### config.mk
export PLATFORM = sky130hd
export DESIGN_NAME = fp32_add_sub
export DESIGN_NICKNAME = d
export VERILOG_FILES = /design/src/rtl/fp32_add_sub.sv
export SDC_FILE = /design/constraint.sdc
export NUM_CORES = 1
export LEC_CHECK = 0
export CAP_MARGIN = 20
export CORE_UTILIZATION = 45
export CTS_BUF_LIST = sky130_fd_sc_hd__clkbuf_8
export CTS_CLUSTER_SIZE = 12
export DETAILED_ROUTE_END_ITERATION = 12
export HOLD_SLACK_MARGIN = 0.06
export MAX_ROUTING_LAYER = met4
export SLEW_MARGIN = 5
export SYNTH_ARGS = -nofsm -noshare
export SYNTH_HDL_FRONTEND = slang
export SYNTH_SLANG_ARGS = --single-unit
### constraint.sdc
create_clock -name clk -period 36.6 [get_ports clk]
set_input_delay 7.32 -clock clk [delete_from_list [all_inputs] [get_ports clk]]
set_output_delay 7.32 -clock clk [all_outputs]
set_load 0.1 [all_outputs]
### src/rtl/fp32_add_sub.sv
// fp32_add_sub: IEEE-754 binary32 adder/subtractor with one output register.
// Unpack, align, add/subtract, normalise and round-to-nearest-even are all
// combinational. Subnormal inputs and results are flushed to signed zero.
module fp32_add_sub #(
   parameter int DATA_WIDTH = 32
) (
   input  logic                  clk,
   input  logic                  rst_n,
   input  logic [DATA_WIDTH-1:0] a,
   input  logic [DATA_WIDTH-1:0] b,
   input  logic                  symbol,
   output logic [DATA_WIDTH-1:0] out
);

   localparam logic [31:0] QNAN = 32'h7FC0_0000;

   // 27-bit carry-lookahead adder: nine 3-bit groups with group generate and
   // propagate terms, carries inside each group expanded in full.
   function automatic logic [27:0] cla_add27(input logic [26:0] x,
                                             input logic [26:0] y,
                                             input logic        cin);
      logic [26:0] g, p, c;
      logic [8:0]  bg, bp;
      logic [9:0]  bc;
      g = x & y;
      p = x ^ y;
      for (int k = 0; k < 9; k++) begin
         bg[k] = g[3*k+2] | (p[3*k+2] & g[3*k+1]) | (p[3*k+2] & p[3*k+1] & g[3*k]);
         bp[k] = p[3*k+2] & p[3*k+1] & p[3*k];
      end
      bc[0] = cin;
      for (int k = 0; k < 9; k++) begin
         bc[k+1] = bg[k] | (bp[k] & bc[k]);
      end
      for (int k = 0; k < 9; k++) begin
         c[3*k]   = bc[k];
         c[3*k+1] = g[3*k] | (p[3*k] & bc[k]);
         c[3*k+2] = g[3*k+1] | (p[3*k+1] & g[3*k]) | (p[3*k+1] & p[3*k] & bc[k]);
      end
      return {bc[9], p ^ c};
   endfunction

   // Leading-zero count of the 27-bit pre-normalisation magnitude.
   function automatic logic [4:0] lzc27(input logic [26:0] v);
      logic [4:0] n;
      logic       found;
      n     = 5'd0;
      found = 1'b0;
      for (int i = 26; i >= 0; i--) begin
         if (!found) begin
            if (v[i]) found = 1'b1;
            else      n = n + 5'd1;
         end
      end
      return n;
   endfunction

   // Round-to-nearest-even on the 23-bit fraction; returns {mantissa_ovf, frac}.
   function automatic logic [23:0] rne_round(input logic [22:0] f,
                                             input logic        g,
                                             input logic        st);
      logic up;
      up = g & (st | f[0]);
      return {up & (&f), f + {22'd0, up}};
   endfunction

   // Saturate the final exponent: overflow to signed Inf, underflow to signed zero.
   function automatic logic [31:0] pack_result(input logic              sgn,
                                               input logic signed [9:0] e,
                                               input logic [22:0]       f);
      if (e >= 10'sd255)    return {sgn, 8'hFF, 23'd0};
      else if (e <= 10'sd0) return {sgn, 31'd0};
      else                  return {sgn, e[7:0], f};
   endfunction

   logic              a_s, b_s, l_s, s_s, eff_sub;
   logic [7:0]        a_e, b_e, l_e, s_e, d;
   logic [22:0]       a_f, b_f, l_f, s_f;
   logic              a_nan, b_nan, a_inf, b_inf, a_zero, b_zero, a_ge;
   logic [49:0]       wide;
   logic [25:0]       al;
   logic              st;
   logic [26:0]       op_l, op_s, op_y;
   logic [27:0]       cla_r, sum;
   logic [4:0]        lz;
   logic [25:0]       sh;
   logic [22:0]       n_frac;
   logic              n_g, n_st;
   logic signed [9:0] n_exp, r_exp;
   logic [23:0]       rnd;
   logic [31:0]       norm_res, res;

   // Unpack; b carries the operation select folded into its sign.
   assign a_s = a[31];
   assign a_e = a[30:23];
   assign a_f = a[22:0];
   assign b_s = b[31] ^ symbol;
   assign b_e = b[30:23];
   assign b_f = b[22:0];

   assign a_nan  = (a_e == 8'hFF) && (a_f != 23'd0);
   assign b_nan  = (b_e == 8'hFF) && (b_f != 23'd0);
   assign a_inf  = (a_e == 8'hFF) && (a_f == 23'd0);
   assign b_inf  = (b_e == 8'hFF) && (b_f == 23'd0);
   assign a_zero = (a_e == 8'd0);
   assign b_zero = (b_e == 8'd0);

   // L is the operand of larger magnitude, S the smaller one.
   assign a_ge    = ({a_e, a_f} >= {b_e, b_f});
   assign l_s     = a_ge ? a_s : b_s;
   assign l_e     = a_ge ? a_e : b_e;
   assign l_f     = a_ge ? a_f : b_f;
   assign s_s     = a_ge ? b_s : a_s;
   assign s_e     = a_ge ? b_e : a_e;
   assign s_f     = a_ge ? b_f : a_f;
   assign d       = l_e - s_e;
   assign eff_sub = l_s ^ s_s;

   // Align S to L, keeping guard and round bits plus a sticky OR of the rest.
   always_comb begin
      wide = {1'b1, s_f, 26'd0} >> d;
      al   = wide[49:24];
      st   = |wide[23:0];
      if (d >= 8'd26) begin
         al = 26'd0;
         st = 1'b1;
      end
   end

   // Magnitude add or subtract; L >= S so a subtraction never goes negative.
   assign op_l  = {1'b1, l_f, 3'b000};
   assign op_s  = {al, st};
   assign op_y  = eff_sub ? ~op_s : op_s;
   assign cla_r = cla_add27(op_l, op_y, eff_sub);
   assign sum   = {cla_r[27] & ~eff_sub, cla_r[26:0]};

   // Normalise (right by one on carry-out, else left by the leading-zero count) and round.
   always_comb begin
      lz = lzc27(sum[26:0]);
      sh = sum[25:0] << lz;
      if (sum[27]) begin
         n_frac = sum[26:4];
         n_g    = sum[3];
         n_st   = |sum[2:0];
         n_exp  = $signed({2'b00, l_e}) + 10'sd1;
      end else begin
         n_frac = sh[25:3];
         n_g    = sh[2];
         n_st   = |sh[1:0];
         n_exp  = $signed({2'b00, l_e}) - $signed({5'b00000, lz});
      end
      rnd      = rne_round(n_frac, n_g, n_st);
      r_exp    = n_exp + $signed({9'd0, rnd[23]});
      norm_res = (sum == 28'd0) ? 32'd0 : pack_result(l_s, r_exp, rnd[22:0]);
   end

   // Special values take priority over the arithmetic result.
   always_comb begin
      res = norm_res;
      if (a_nan || b_nan)                    res = QNAN;
      else if (a_inf && b_inf && (a_s != b_s)) res = QNAN;
      else if (a_inf)                        res = {a_s, 8'hFF, 23'd0};
      else if (b_inf)                        res = {b_s, 8'hFF, 23'd0};
      else if (a_zero && b_zero)             res = {a_s & b_s, 31'd0};
      else if (a_zero)                       res = {b_s, b[30:0]};
      else if (b_zero)                       res = a;
   end

   // Output register; reset wins over a new result.
   always_ff @(posedge clk) begin
      if (!rst_n) out <= '0;
      else        out <= res;
   end

endmodule

Yosys cells after proc, flatten, opt, wreduce, memory -nomap -nowiden:

Cells that the tools add are included.
Widths: inputs -> output; s select.

* $lt $le $gt $ge: 4
* add/sub/neg operators: 31
* bitwise operators: 148
* eq/ne operators: 3
* reductions and logical operators: 21
* shift operators: 2
* muxes and demuxes: 127

Operators with widths (number)
* $mux 5: 52
* $mux 32: 6
* $add 5x1->5 const B: 26
* $mux 31: 4
* $and 1x1->1: 85
* $mux 23: 3
* $mux 1: 57
* $or 1x1->1: 55
* $xor 27x27->27: 2
* $shr 50x8->50: 1
* $logic_not 23->1: 2
* $reduce_bool 23->1: 2
* $ge 31x31->1: 1
* $logic_not 28->1: 1
* $and 27x27->27: 1
* $mux 27: 1
* $not 27->27: 1
* $mux 26: 1
* $shl 26x5->26: 1
* $reduce_or 24->1: 1
* $add 23x1->23: 1
* $reduce_and 23->1: 1
* $eq 8x8->1 const B: 2
* $logic_not 8->1: 2
* 17 further kinds: 27

* output and inout port bits: 32
* word-level logic and storage cells: 339
* input bits: 67
* register bits: 32

Longest topological paths before layout:

Gate-level depths: netlist of the first run.

* depth after elaboration: 127
* gate-level depth with buffers: 146
* mapped depth without buffers: 135

Least setup slack after synthesis of the first run:

Ideal clock, no wire load.

* kind: in2reg
* from: input b[26]
* to: register out[21]
* buffers on the path: 11
* stages: 132
* arrival: 31.446 ns
* setup time: 0.095 ns
* path slack: 5.059 ns
* data required time: 36.505 ns
* path through: inv_1 > ha_1 > buf_2 > nand2_1 > nor3_4 > nand4_1 > and3_2 > nand3_4 > buf_2 > buf_6 > clkbuf_1 > clkbuf_1 > buf_1 > mux2_2 > ha_1 > nor2_1 > nand4_1 > o311a_4 > [... 96 more ...] > mux2i_1 > o31ai_2 > o2111ai_1 > nand4bb_1 > nor4_1 > ha_1 > ha_1 > nand2_1 > nor3_1 > mux2i_1 > o21a_1 > and2_1 > a211o_1 > nand2_1 > nor3_1 > clkbuf_1 > o21ai_1 > a221oi_1

* longest elaborated chain between the ends: 121
* elaborated cells on any way between the ends: 318
* classes of those cells: add/sub (31); order compare (4); eq/ne (1); shift (2); mux (122); bitwise (145); reduce/logical (13)

Ends and longest elaborated chain
* start, declared: RTL line 10 `input logic [DATA_WIDTH-1:0] b,`
* $ge 31x31->1: RTL line 109 `assign a_ge = ({a_e, a_f} >= {b_e, b_f});`
* $mux 8 (on tied branches): RTL line 111, 114
* $sub 8x8->8: RTL line 116 `assign d = l_e - s_e;`
* $shr 50x8->50 / $ge 8x5->1 (equally long branches): RTL line 121, 124
* $reduce_or 24->1 / $mux 26 (equally long branches): RTL line 123, 124
* $mux 1 / $not 27->27 (equally long branches): RTL line 124, 133
* $not 27->27 / $mux 27 (equally long branches): RTL line 133 `assign op_y = eff_sub ? ~op_s : op_s;`
* $mux 27 (tied with other cells): RTL line 133
* [... 105 more ...]
* $and 1x1->1: RTL line 64 `return {up & (&f), f + {22'd0, up}};`
* $add 10x2->10: RTL line 153 `r_exp = n_exp + $signed({9'd0, rnd[23]});`
* $le 10x1->1: RTL line 72 `else if (e <= 10'sd0) return {sgn, 31'd0};`
* $mux 31: RTL line 72
* $mux 31: RTL line 71 `if (e >= 10'sd255) return {sgn, 8'hFF, 23'd0};`
* $mux 32: RTL line 154 `norm_res = (sum == 28'd0) ? 32'd0 : pack_result(l_s, r_exp, rnd[22:0]);`
* $mux 32: RTL line 166 `else if (b_zero) res = a;`
* $mux 32: RTL line 165 `else if (a_zero) res = {b_s, b[30:0]};`
* end signal, assigned: RTL line 172 `else out <= res;`
* end, declared: RTL line 12 `output logic [DATA_WIDTH-1:0] out`

Parallel ways exist; a longest one is shown, timed or not.
A chain may end at the register's enable or synchronous reset.

Final worst setup path of the first run:

* from: input b[26]
* to: register out[18]

The elaborated chain is that of the path after synthesis.

==> results of run 1 <==
## through the flow
step | std cells | util (%)
after floorplan | 2013 | -
after global placement | 2418 | 50.1
after detailed placement | 2418 | 50.1
after CTS | 2426 | 50.4
after global routing | 2430 | 50.7
final | 2430 | 50.7
## cells in the mapped netlist (8+ instances only)
library cell,number,area (µm²)
fa_1,9,180
a221oi_1,13,114
o31ai_1,10,75.1
a22oi_1,17,128
o211ai_1,34,255
nand4_1,29,181
xor2_1,51,447
a21o_1,32,240
dfxtp_1,32,641
buf_2,9,45.0
or4_1,9,67.6
nor2b_1,26,163
or3_1,17,106
a21oi_1,146,731
nor3_1,62,310
a21boi_0,18,135
o21a_1,9,67.6
nand2b_1,21,131
a211oi_1,33,248
o221ai_1,9,78.8
mux2i_1,92,921
clkbuf_1,82,308
ha_1,90,1130
a31oi_1,20,125
o22ai_1,20,125
buf_1,17,63.8
or2_2,9,56.3
o21ai_0,126,631
and3_1,30,188
nor3b_1,8,60.1
mux2_2,17,191
xnor2_1,73,639
and2_1,23,144
nand3_1,67,335
nand2_1,233,875
nor4_1,24,150
nor2_1,189,709
o2111ai_1,9,78.8
inv_1,100,375
## cell type report
| cell class | instances | share of cell area (%) |
|---|---|---|
| well taps | 390 | 3.25 |
| clock buffers | 5 | 0.458 |
| multi-input cells | 1762 | 80.7 |
| flip-flops and latches | 32 | 4.26 |
| repair inverters | 1 | 0.0499 |
| clock inverters | 3 | 0.283 |
| repair buffers | 135 | 8.37 |
| inverters | 102 | 2.60 |
## cells by family after synthesis
| kind of cell | after synthesis |
|---|---|
| xor+xnor | 131 |
| simple gates | 795 |
| compound gates | 615 |
| fa+ha+maj | 104 |
| mux | 117 |
| buf+inv | 219 |
| flops | 32 |
## metal layers
| layer | vias up | wire [µm] |
|---|---|---|
| li1 | 7523 | - |
| met1 | 7679 | 26400 |
| met2 | 835 | 24400 |
| met3 | 120 | 5310 |
| met4 | 0 | 1430 |
| met5 | - | 0 |
## timing repair
item,in CTS,in global routing
setup endpoints to repair,0,31
resized for setup,0,15
hold buffers,0,0
setup buffers,0,3
## worst max-delay path: cells and delay by family
kind                       cells  cell delay, ns
AOI/OAI and AO/OA             43            9.32
muxes                         11            2.23
and+or+nand+nor               42            6.99
xor gates and xnor gates       6            1.57
buffers and inverters          7            1.75
adders and majority gates     18            5.36
## power by group through the flow
stage          Combinational (W)  Clock [W]  Sequential [W]
2_1_floorplan           0.000742          0        0.000140
3_3_place_gp             0.00114          0       0.0000537
3_5_place_dp             0.00113          0       0.0000537
4_1_cts                  0.00114  0.0000352       0.0000529
5_1_grt                  0.00127  0.0000372       0.0000536
6_report                 0.00118  0.0000351       0.0000530
## how the worst max path moves through the flow
stage	from	endpoint	slack [ns]	cells past startpoint
floorplan	b[26]	out[21]	5.06	132
global placement	b[26]	out[24]	1.23	121
detailed placement	b[21]	out[3]	0.78	120
CTS	b[26]	out[24]	1.04	118
global route	b[26]	out[25]	0.09	123
finish	b[26]	out[18]	2.15	127
==> impl_metrics.env, run 1 <==
export IMPL_synth_simple_gate_area_share_pct=29.1
export IMPL_pwr_share_seq_pct=4.2
export IMPL_ios=99
export IMPL_cts_buffer_depth=2
export IMPL_synth_area_mux_share_pct=9.46
export IMPL_hold_depth=3
export IMPL_finalCritPeriodShare_pct=94.1
export IMPL_hold_class="in -> reg"
export IMPL_die_area_mm2=0.0309
export IMPL_synth_seq_cells=32
export IMPL_vdd_drop_max_mv=0.0516
export IMPL_synth_edff_count=0
export IMPL_nets=2205
export IMPL_synth_ff_type="dfxtp_1"
export IMPL_fp_coreArea_mm2=0.0296
export IMPL_crit_fanout=16
export IMPL_slew_headroom_pct=19.2
export IMPL_maxCapViolCount=0
export IMPL_syn_nets=2179
export IMPL_worst_pin_slew_ns=1.21
export IMPL_fin_ws_ns=2.15
export IMPL_largest_register="out"
export IMPL_final_cell_mix="232 x nand2_1, 187 x nor2_1, 145 x a21oi_1"
export IMPL_p_clk_share_pct=2.8
export IMPL_synth_fa_ha_area_share_pct=9.98
export IMPL_setup_violations_final=0
export IMPL_post_drt_wl_per_cell_um=23.7
export IMPL_p_total_w=0.00127
export IMPL_postPlaceCellArea_mm2=0.0148
export IMPL_fin_setup_tns_ns=0
export IMPL_drt_pass1_iterations=6
export IMPL_critPathArrivalTime_ns=34.58
export IMPL_cp_end_kind="flop"
export IMPL_status="finished clean"
export IMPL_routed_wl_um=57500
export IMPL_area_growth_pct=10.7
export IMPL_ant_nets=0
export IMPL_layout_commonest_cell="nand2_1"
export IMPL_pwr_share_comb_pct=93.1
export IMPL_cpMostUsedCell="ha_1"
export IMPL_worstHoldEndpoint="out[31]"
export IMPL_vias=16157
export IMPL_grt_max_degree=96
export IMPL_hold_violations=0
export IMPL_grt_pass1_vias=14393
export IMPL_switching_share_pct=63.0
export IMPL_htreeDepth=2
export IMPL_synth_compound_area_share_pct=31.1
export IMPL_critical_path_class="in -> reg"
export IMPL_hold_slack_ns=7.81
export IMPL_grt_ovfl_total=0
export IMPL_yosys_warnings=0
export IMPL_drt_iter0_drc=1870
export IMPL_postLayoutCellArea_mm2=0.0150
export IMPL_cts_tree="done"
export IMPL_fillers=3039
export IMPL_via_per_inst=6.65
export IMPL_start_util_pct=45.8
export IMPL_avgSynthCellArea_um2=6.75
export IMPL_port_buffers=98
export IMPL_reg_top3="out x32"
export IMPL_drive_gt1_share_pct=7.35
export IMPL_rsz0062_at_grt="false"
export IMPL_multi_input_area_mm2=0.0121
export IMPL_antenna_found_initial=1
export IMPL_clock_sinks=32
export IMPL_largest_reg_flops=32
export IMPL_critPathRequiredTime_ns=36.73
export IMPL_async_reset_ff_share_pct=0
export IMPL_gp_congestion=1.00
export IMPL_slowest_stage="clkdlybuf4s50_1"
export IMPL_synthDistinctLibCells=117
export IMPL_met1_usage_pct=53.3
export IMPL_netlist_instances=2013
export IMPL_p_switching_w=0.000800
export IMPL_cpPeakStageDelay_ns=0.63
export IMPL_grt_usage_pct=37.0
export IMPL_die_h_um=176
export IMPL_grt_most_used_layer="met2"
export IMPL_diodes=0
export IMPL_grt_util_met3_pct=4.35
export IMPL_die_w_um=176
export IMPL_drc_errors=0
export IMPL_netlist_area_mm2=0.0136
export IMPL_numCtsBuffers=5
export IMPL_synth_xor_area_share_pct=9.19
export IMPL_fmax_ghz=0.0290
export IMPL_rows=63
export IMPL_grt_pass1_wl_um=86200
export IMPL_drv_slew=0
export IMPL_seq_area_um2=641
export IMPL_use_met2_pct=54.3
export IMPL_startpoint_type="input pin"
export IMPL_powerDensity_mw_per_mm2=84.5
export IMPL_dp_slack_ns=0.781
export IMPL_cts_root_buf="clkbuf_8"
export IMPL_leakage_nw=6.08
export IMPL_hold_start="a[31]"
export IMPL_ys_seq_area_share_pct=4.72
export IMPL_synth_top_family_by_area="compound AO/OA/AOI/OAI gates"
export IMPL_cts_clk_slew_worst_paths_ns=0.08
export IMPL_intPower_w=0.000469
export IMPL_hpwl_um=46600
export IMPL_fin_crit_ns=34.45
No activity file was read; power rests on OpenSTA's default activity.
==> inputs of run 2 (changes only) <==
--- a/config.mk
+++ b/config.mk
@@ -8,10 +8,12 @@
 export CAP_MARGIN = 20
 export CORE_UTILIZATION = 45
 export CTS_BUF_LIST = sky130_fd_sc_hd__clkbuf_8
+export CTS_CLUSTER_DIAMETER = 30
 export CTS_CLUSTER_SIZE = 12
 export DETAILED_ROUTE_END_ITERATION = 12
 export HOLD_SLACK_MARGIN = 0.06
 export MAX_ROUTING_LAYER = met4
+export PLACE_DENSITY = 0.66
 export SLEW_MARGIN = 5
 export SYNTH_ARGS = -nofsm -noshare
 export SYNTH_HDL_FRONTEND = slang
==> constraint.sdc (replaced) <==
create_clock -name clk -period 30.6 [get_ports clk]
set_input_delay 6.12 -clock clk [delete_from_list [all_inputs] [get_ports clk]]
set_output_delay 6.12 -clock clk [all_outputs]
set_load 0.1 [all_outputs]
==> run 2 against run 1 <==
Non-clock buffer count increased by 194. Sequential power increased by 27%. Clock power increased by 21%. Worst hold slack got worse by 1.5 ns. Setup slack got worse by 1.1 ns. Final cell count increased by 7.9%. Total power increased by 35%. Routed wire length increased by 7.4%. Sequential share of layout area decreased by 0.56 points. First-iteration DRC count increased by 2.8%. Critical path depth increased by 1. Largest power group unchanged.
==> impl_metrics.env, run 2 (synthesis gave the netlist of run 1 again) <==
export IMPL_status="finished clean"
export IMPL_crit_fanout=7
export IMPL_startpoint_type="input pin"
export IMPL_vdd_drop_max_mv=0.0442
export IMPL_gp_congestion=1.04
export IMPL_die_w_um=176
export IMPL_slowest_stage="clkdlybuf4s50_1"
export IMPL_reg_top3="out x32"
export IMPL_cts_tree="done"
export IMPL_hold_class="in -> reg"
export IMPL_numCtsBuffers=5
export IMPL_p_switching_w=0.00104
export IMPL_worst_pin_slew_ns=1.17
export IMPL_fin_setup_tns_ns=0
export IMPL_die_h_um=176
export IMPL_rows=63
export IMPL_cts_clk_slew_worst_paths_ns=0.08
export IMPL_grt_pass1_wl_um=91100
export IMPL_intPower_w=0.000681
export IMPL_drive_gt1_share_pct=20.7
export IMPL_setup_violations_final=0
export IMPL_drt_pass1_iterations=8
export IMPL_largest_reg_flops=32
export IMPL_clock_sinks=32
export IMPL_diodes=0
export IMPL_drt_iter0_drc=1922
export IMPL_fp_coreArea_mm2=0.0296
export IMPL_grt_pass1_vias=15246
export IMPL_via_per_inst=6.49
export IMPL_cp_end_kind="flop"
export IMPL_critical_path_class="in -> reg"
export IMPL_post_drt_wl_per_cell_um=23.5
export IMPL_cts_root_buf="clkbuf_8"
export IMPL_pwr_share_comb_pct=93.6
export IMPL_hold_violations=0
export IMPL_fmax_ghz=0.0338
export IMPL_pwr_share_seq_pct=3.9
export IMPL_start_util_pct=45.8
export IMPL_ios=99
export IMPL_grt_usage_pct=39.0
export IMPL_multi_input_area_mm2=0.0129
export IMPL_ant_nets=0
export IMPL_port_buffers=98
export IMPL_placed_cells=2574
export IMPL_final_cell_mix="226 x nand2_1, 218 x buf_4, 177 x nor2_1"
export IMPL_fillers=2938
export IMPL_grt_ovfl_total=0
export IMPL_worstHoldEndpoint="out[25]"
export IMPL_maxCapViolCount=0
export IMPL_drc_errors=0
export IMPL_powerDensity_mw_per_mm2=99.3
export IMPL_die_area_mm2=0.0309
export IMPL_vias=17025
export IMPL_slew_headroom_pct=21.6
export IMPL_hpwl_um=49600
export IMPL_p_clk_share_pct=2.5
export IMPL_seq_area_um2=641
export IMPL_cpPeakStageDelay_ns=0.50
export IMPL_final_util_pct=58.4
export IMPL_hold_slack_ns=6.30
export IMPL_drv_slew=0
export IMPL_switching_share_pct=60.4
export IMPL_finalCritPeriodShare_pct=96.7
export IMPL_leakage_nw=7.20
export IMPL_critPathRequiredTime_ns=30.76
export IMPL_hold_depth=3
export IMPL_fin_crit_ns=29.58
export IMPL_routed_wl_um=61700
export IMPL_critPathTopFamily="simple AND/OR/NAND/NOR gates"
export IMPL_largest_register="out"
export IMPL_area_growth_pct=27.4
export IMPL_grt_max_degree=96
export IMPL_cts_buffer_depth=2
export IMPL_crit_buf_inv=11
export IMPL_htreeDepth=2
export IMPL_layout_commonest_cell="nand2_1"
export IMPL_hold_start="b[25]"
export IMPL_fin_cells=2623
export IMPL_antenna_found_initial=0
export IMPL_nets=2398
export IMPL_critPathArrivalTime_ns=29.75
export IMPL_cts_hold_buf=0
-- run 2: cell types whose count changed in the layout (fill, tap and decap cells not counted), moves of 12 or more --
cell     change
a21oi_2     +17
a21oi_1     -17
nor3_1      -12
buf_4      +181
o21ai_0     -19
-- run 2: through the flow --
step | instance area [µm²] | worst slack, ns | power (W)
6_report | 17300 | 1.02 | 0.00172
3_5_place_dp | 16100 | -1.11 | 0.00150
3_3_place_gp | 16100 | -0.629 | 0.00149
2_1_floorplan | 13600 | 0.259 | 0.00105
4_1_cts | 16200 | 0.0206 | 0.00156
5_1_grt | 17300 | -0.331 | 0.00182
-- run 2: layout make-up --
cell class | count | area share [%]
clock buffer | 5 | 0.398
clock inverter | 3 | 0.246
inverter | 102 | 2.24
multi-input combinational | 1762 | 74.3
sequential | 32 | 3.70
tap | 390 | 2.82
timing repair buffer | 329 | 16.3
-- run 2: repair_timing --
action                     4_1_cts  5_1_grt
cloned                           0        1
gates resized for setup         12      190
setup endpoints to repair       31       31
buffers inserted                 2       36
pin swaps                        4       96
-- run 2: worst max-delay path by stage --
stage,from,to,slack (ns),cells after the start
floorplan,b[26],out[21],0.26,132
global placement,b[28],out[4],-0.63,132
detailed placement,b[17],out[2],-1.11,133
CTS,b[28],out[2],0.02,137
global route,b[23],out[7],-0.33,134
finish,b[23],out[25],1.02,128
-- run 2: power groups by stage --
stage	registers, W	clock network, W	logic (W)
global route	0.0000671	0.0000440	0.00171
CTS	0.0000667	0.0000423	0.00145
floorplan	0.000167	0	0.000887
global placement	0.0000677	0	0.00143
finish	0.0000671	0.0000423	0.00161
detailed placement	0.0000675	0	0.00143
-- run 2: tightest hold or removal path, delay by kind of cell --
kind            cells  cell delay (ns)
compound gates      2             0.25
buf+inv             1             0.17
-- run 2: metal layers --
metal | global-route usage, % | vias up | share of wire (%)
met2 | 62.1 | 874 | 46
li1 | - | 7918 | -
met5 | - | - | 0
met3 | 3.31 | 153 | 7.9
met1 | 51.0 | 8080 | 42
met4 | 15.0 | 0 | 4.7
==> inputs of run 3 (changes only) <==
--- a/config.mk
+++ b/config.mk
@@ -14,6 +14,7 @@
 export HOLD_SLACK_MARGIN = 0.06
 export MAX_ROUTING_LAYER = met4
 export PLACE_DENSITY = 0.66
+export SETUP_SLACK_MARGIN = 0.5
 export SLEW_MARGIN = 5
 export SYNTH_ARGS = -nofsm -noshare
 export SYNTH_HDL_FRONTEND = slang
==> constraint.sdc (replaced) <==
create_clock -name clk -period 30.6 [get_ports clk]
set_input_delay 6.12 -clock clk [delete_from_list [all_inputs] [get_ports clk]]
set_output_delay 6.12 -clock clk [all_outputs]
set_load 0.01 [all_outputs]
==> run 3 against run 2 <==
Critical path depth is 1 higher. Final cell count down 0.23%. Largest cell class unchanged. Routed wire length down 0.18%. Worst hold slack improved by 0.011 ns. Via count down 0.23%. Sequential power is 1% lower. Critical path type unchanged. Highest routed layer unchanged. Largest power group unchanged.
==> impl_metrics.env, run 3 (synthesis gave the netlist of run 1 again) <==
export IMPL_hpwl_um=49200
export IMPL_cp_depth=129
export IMPL_powerDensity_mw_per_mm2=95.6
export IMPL_status="finished clean"
export IMPL_grt_max_degree=96
export IMPL_finalCritPeriodShare_pct=95.8
export IMPL_drive_gt1_share_pct=22.3
export IMPL_routed_wl_um=61600
export IMPL_slew_headroom_pct=16.8
export IMPL_largest_reg_flops=32
export IMPL_drv_slew=0
export IMPL_final_cell_mix="223 x nand2_1, 209 x buf_4, 179 x nor2_1"
export IMPL_drc_errors=0
export IMPL_nets=2392
export IMPL_dp_slack_ns=-0.804
export IMPL_fin_ws_ns=1.28
export IMPL_fmax_ghz=0.0341
export IMPL_grt_ovfl_total=0
export IMPL_hold_violations=0
export IMPL_cts_clk_slew_worst_paths_ns=0.07
export IMPL_clock_sinks=32
export IMPL_rows=63
export IMPL_hold_class="in -> reg"
export IMPL_area_growth_pct=30.1
export IMPL_worst_pin_slew_ns=1.24
export IMPL_vias=16985
export IMPL_die_w_um=176
export IMPL_grt_pass1_vias=15196
export IMPL_crit_buf_inv=11
export IMPL_cp_end_kind="flop"
export IMPL_numCtsBuffers=5
export IMPL_layout_commonest_cell="nand2_1"
export IMPL_reg_top3="out x32"
export IMPL_ant_nets=0
export IMPL_drt_iter0_drc=1771
export IMPL_postPlaceCellArea_mm2=0.0159
export IMPL_grt_usage_pct=38.8
export IMPL_setup_violations_final=0
export IMPL_die_area_mm2=0.0309
export IMPL_critPathArrivalTime_ns=29.54
export IMPL_fin_setup_tns_ns=0
export IMPL_final_util_pct=59.7
export IMPL_antenna_found_initial=0
export IMPL_cts_hold_buf=0
export IMPL_grt_pass1_wl_um=90800
export IMPL_via_per_inst=6.49
export IMPL_gp_congestion=1.09
export IMPL_diodes=0
export IMPL_worstSetupStartpoint="b[8]"
export IMPL_maxCapViolCount=0
export IMPL_critPathCapture="out[3]"
export IMPL_startpoint_type="input pin"
export IMPL_crit_fanout=24
export IMPL_fp_coreArea_mm2=0.0296
export IMPL_postLayoutCellArea_mm2=0.0177
export IMPL_fin_crit_ns=29.32
export IMPL_rsz0062_at_grt="false"
export IMPL_drt_pass1_iterations=8
export IMPL_ios=99
export IMPL_largest_register="out"
export IMPL_leakage_nw=7.49
export IMPL_critPathTopFamily="simple AND/OR/NAND/NOR gates"
export IMPL_p_total_w=0.00169
export IMPL_cpPeakStageDelay_ns=0.63
export IMPL_cts_root_buf="clkbuf_8"
export IMPL_critical_path_class="in -> reg"
export IMPL_fillers=2792
export IMPL_start_util_pct=45.8
export IMPL_port_buffers=98
export IMPL_vdd_drop_max_mv=0.0427
export IMPL_post_drt_wl_per_cell_um=23.6
export IMPL_cts_buffer_depth=2
export IMPL_cts_tree="done"
export IMPL_cpMostUsedCell="ha_1"
export IMPL_htreeDepth=2
export IMPL_die_h_um=176
export IMPL_slowest_stage="or4b_2"
export IMPL_critPathRequiredTime_ns=30.82
run 3: cell count changes in the layout (fill, tap and decap cells not counted), moves of 9 or more:
cell             change
clkdlybuf4s50_1     -28
dlymetal6s2s_1      +28
inv_1               -15
inv_2               +15
ha_4                +11
ha_1                -10
buf_4                -9
run 3: per-stage QoR:
| stage | instances | hold WS (ns) |
|---|---|---|
| floorplan | 2013 | 6.26 |
| global placement | 2549 | 6.86 |
| detailed placement | 2550 | 6.86 |
| CTS | 2570 | 6.56 |
| global route | 2617 | 6.33 |
| finish | 2617 | 6.31 |
run 3: power by group:
group / leakage (nW) / switching, W / internal [W]
Clock: 0.0645 / 0.0000163 / 0.0000287
Combinational: 7.16 / 0.000946 / 0.000633
Sequential: 0.266 / 0.00000847 / 0.0000578
run 3: how the worst min path moves through the flow:
stage | start | depth (start not counted) | slack (ns) | end
global route | b[9] | 3 | 6.33 | out[9]
detailed placement | b[17] | 3 | 6.86 | out[17]
finish | b[21] | 4 | 6.31 | out[21]
global placement | b[17] | 3 | 6.86 | out[17]
floorplan | b[5] | 2 | 6.26 | out[5]
CTS | b[17] | 3 | 6.56 | out[17]
run 3: layer usage:
layer	vias up	part of all wire [%]	track usage (%)
li1	7904	-	-
met1	8048	42	50.6
met2	873	46	62.0
met3	160	6.9	3.53
met4	0	5.0	14.4
met5	-	0	-
run 3: tightest hold or removal path, stage by stage:
cell            delay (ns)
dlymetal6s2s_1        0.14
inv_2                 0.07
buf_4                 0.13
a221oi_1              0.08
run 3: cell type report:
| cell class | instances | area (µm²) | share of cell area [%] |
|---|---|---|---|
| well taps | 390 | 488 | 2.76 |
| repair buffers | 323 | 2860 | 16.2 |
| multi-input cells | 1762 | 13200 | 74.5 |
| clock buffers | 7 | 96.3 | 0.545 |
| inverters | 102 | 388 | 2.19 |
| clock inverters | 1 | 30.0 | 0.170 |
| flip-flops and latches | 32 | 641 | 3.62 |
run 3: what timing repair did:
action,4_1_cts,5_1_grt
gates cloned,0,3
pin swaps,17,96
setup buffers,12,41
resized for setup,36,245
setup endpoints to repair,31,31
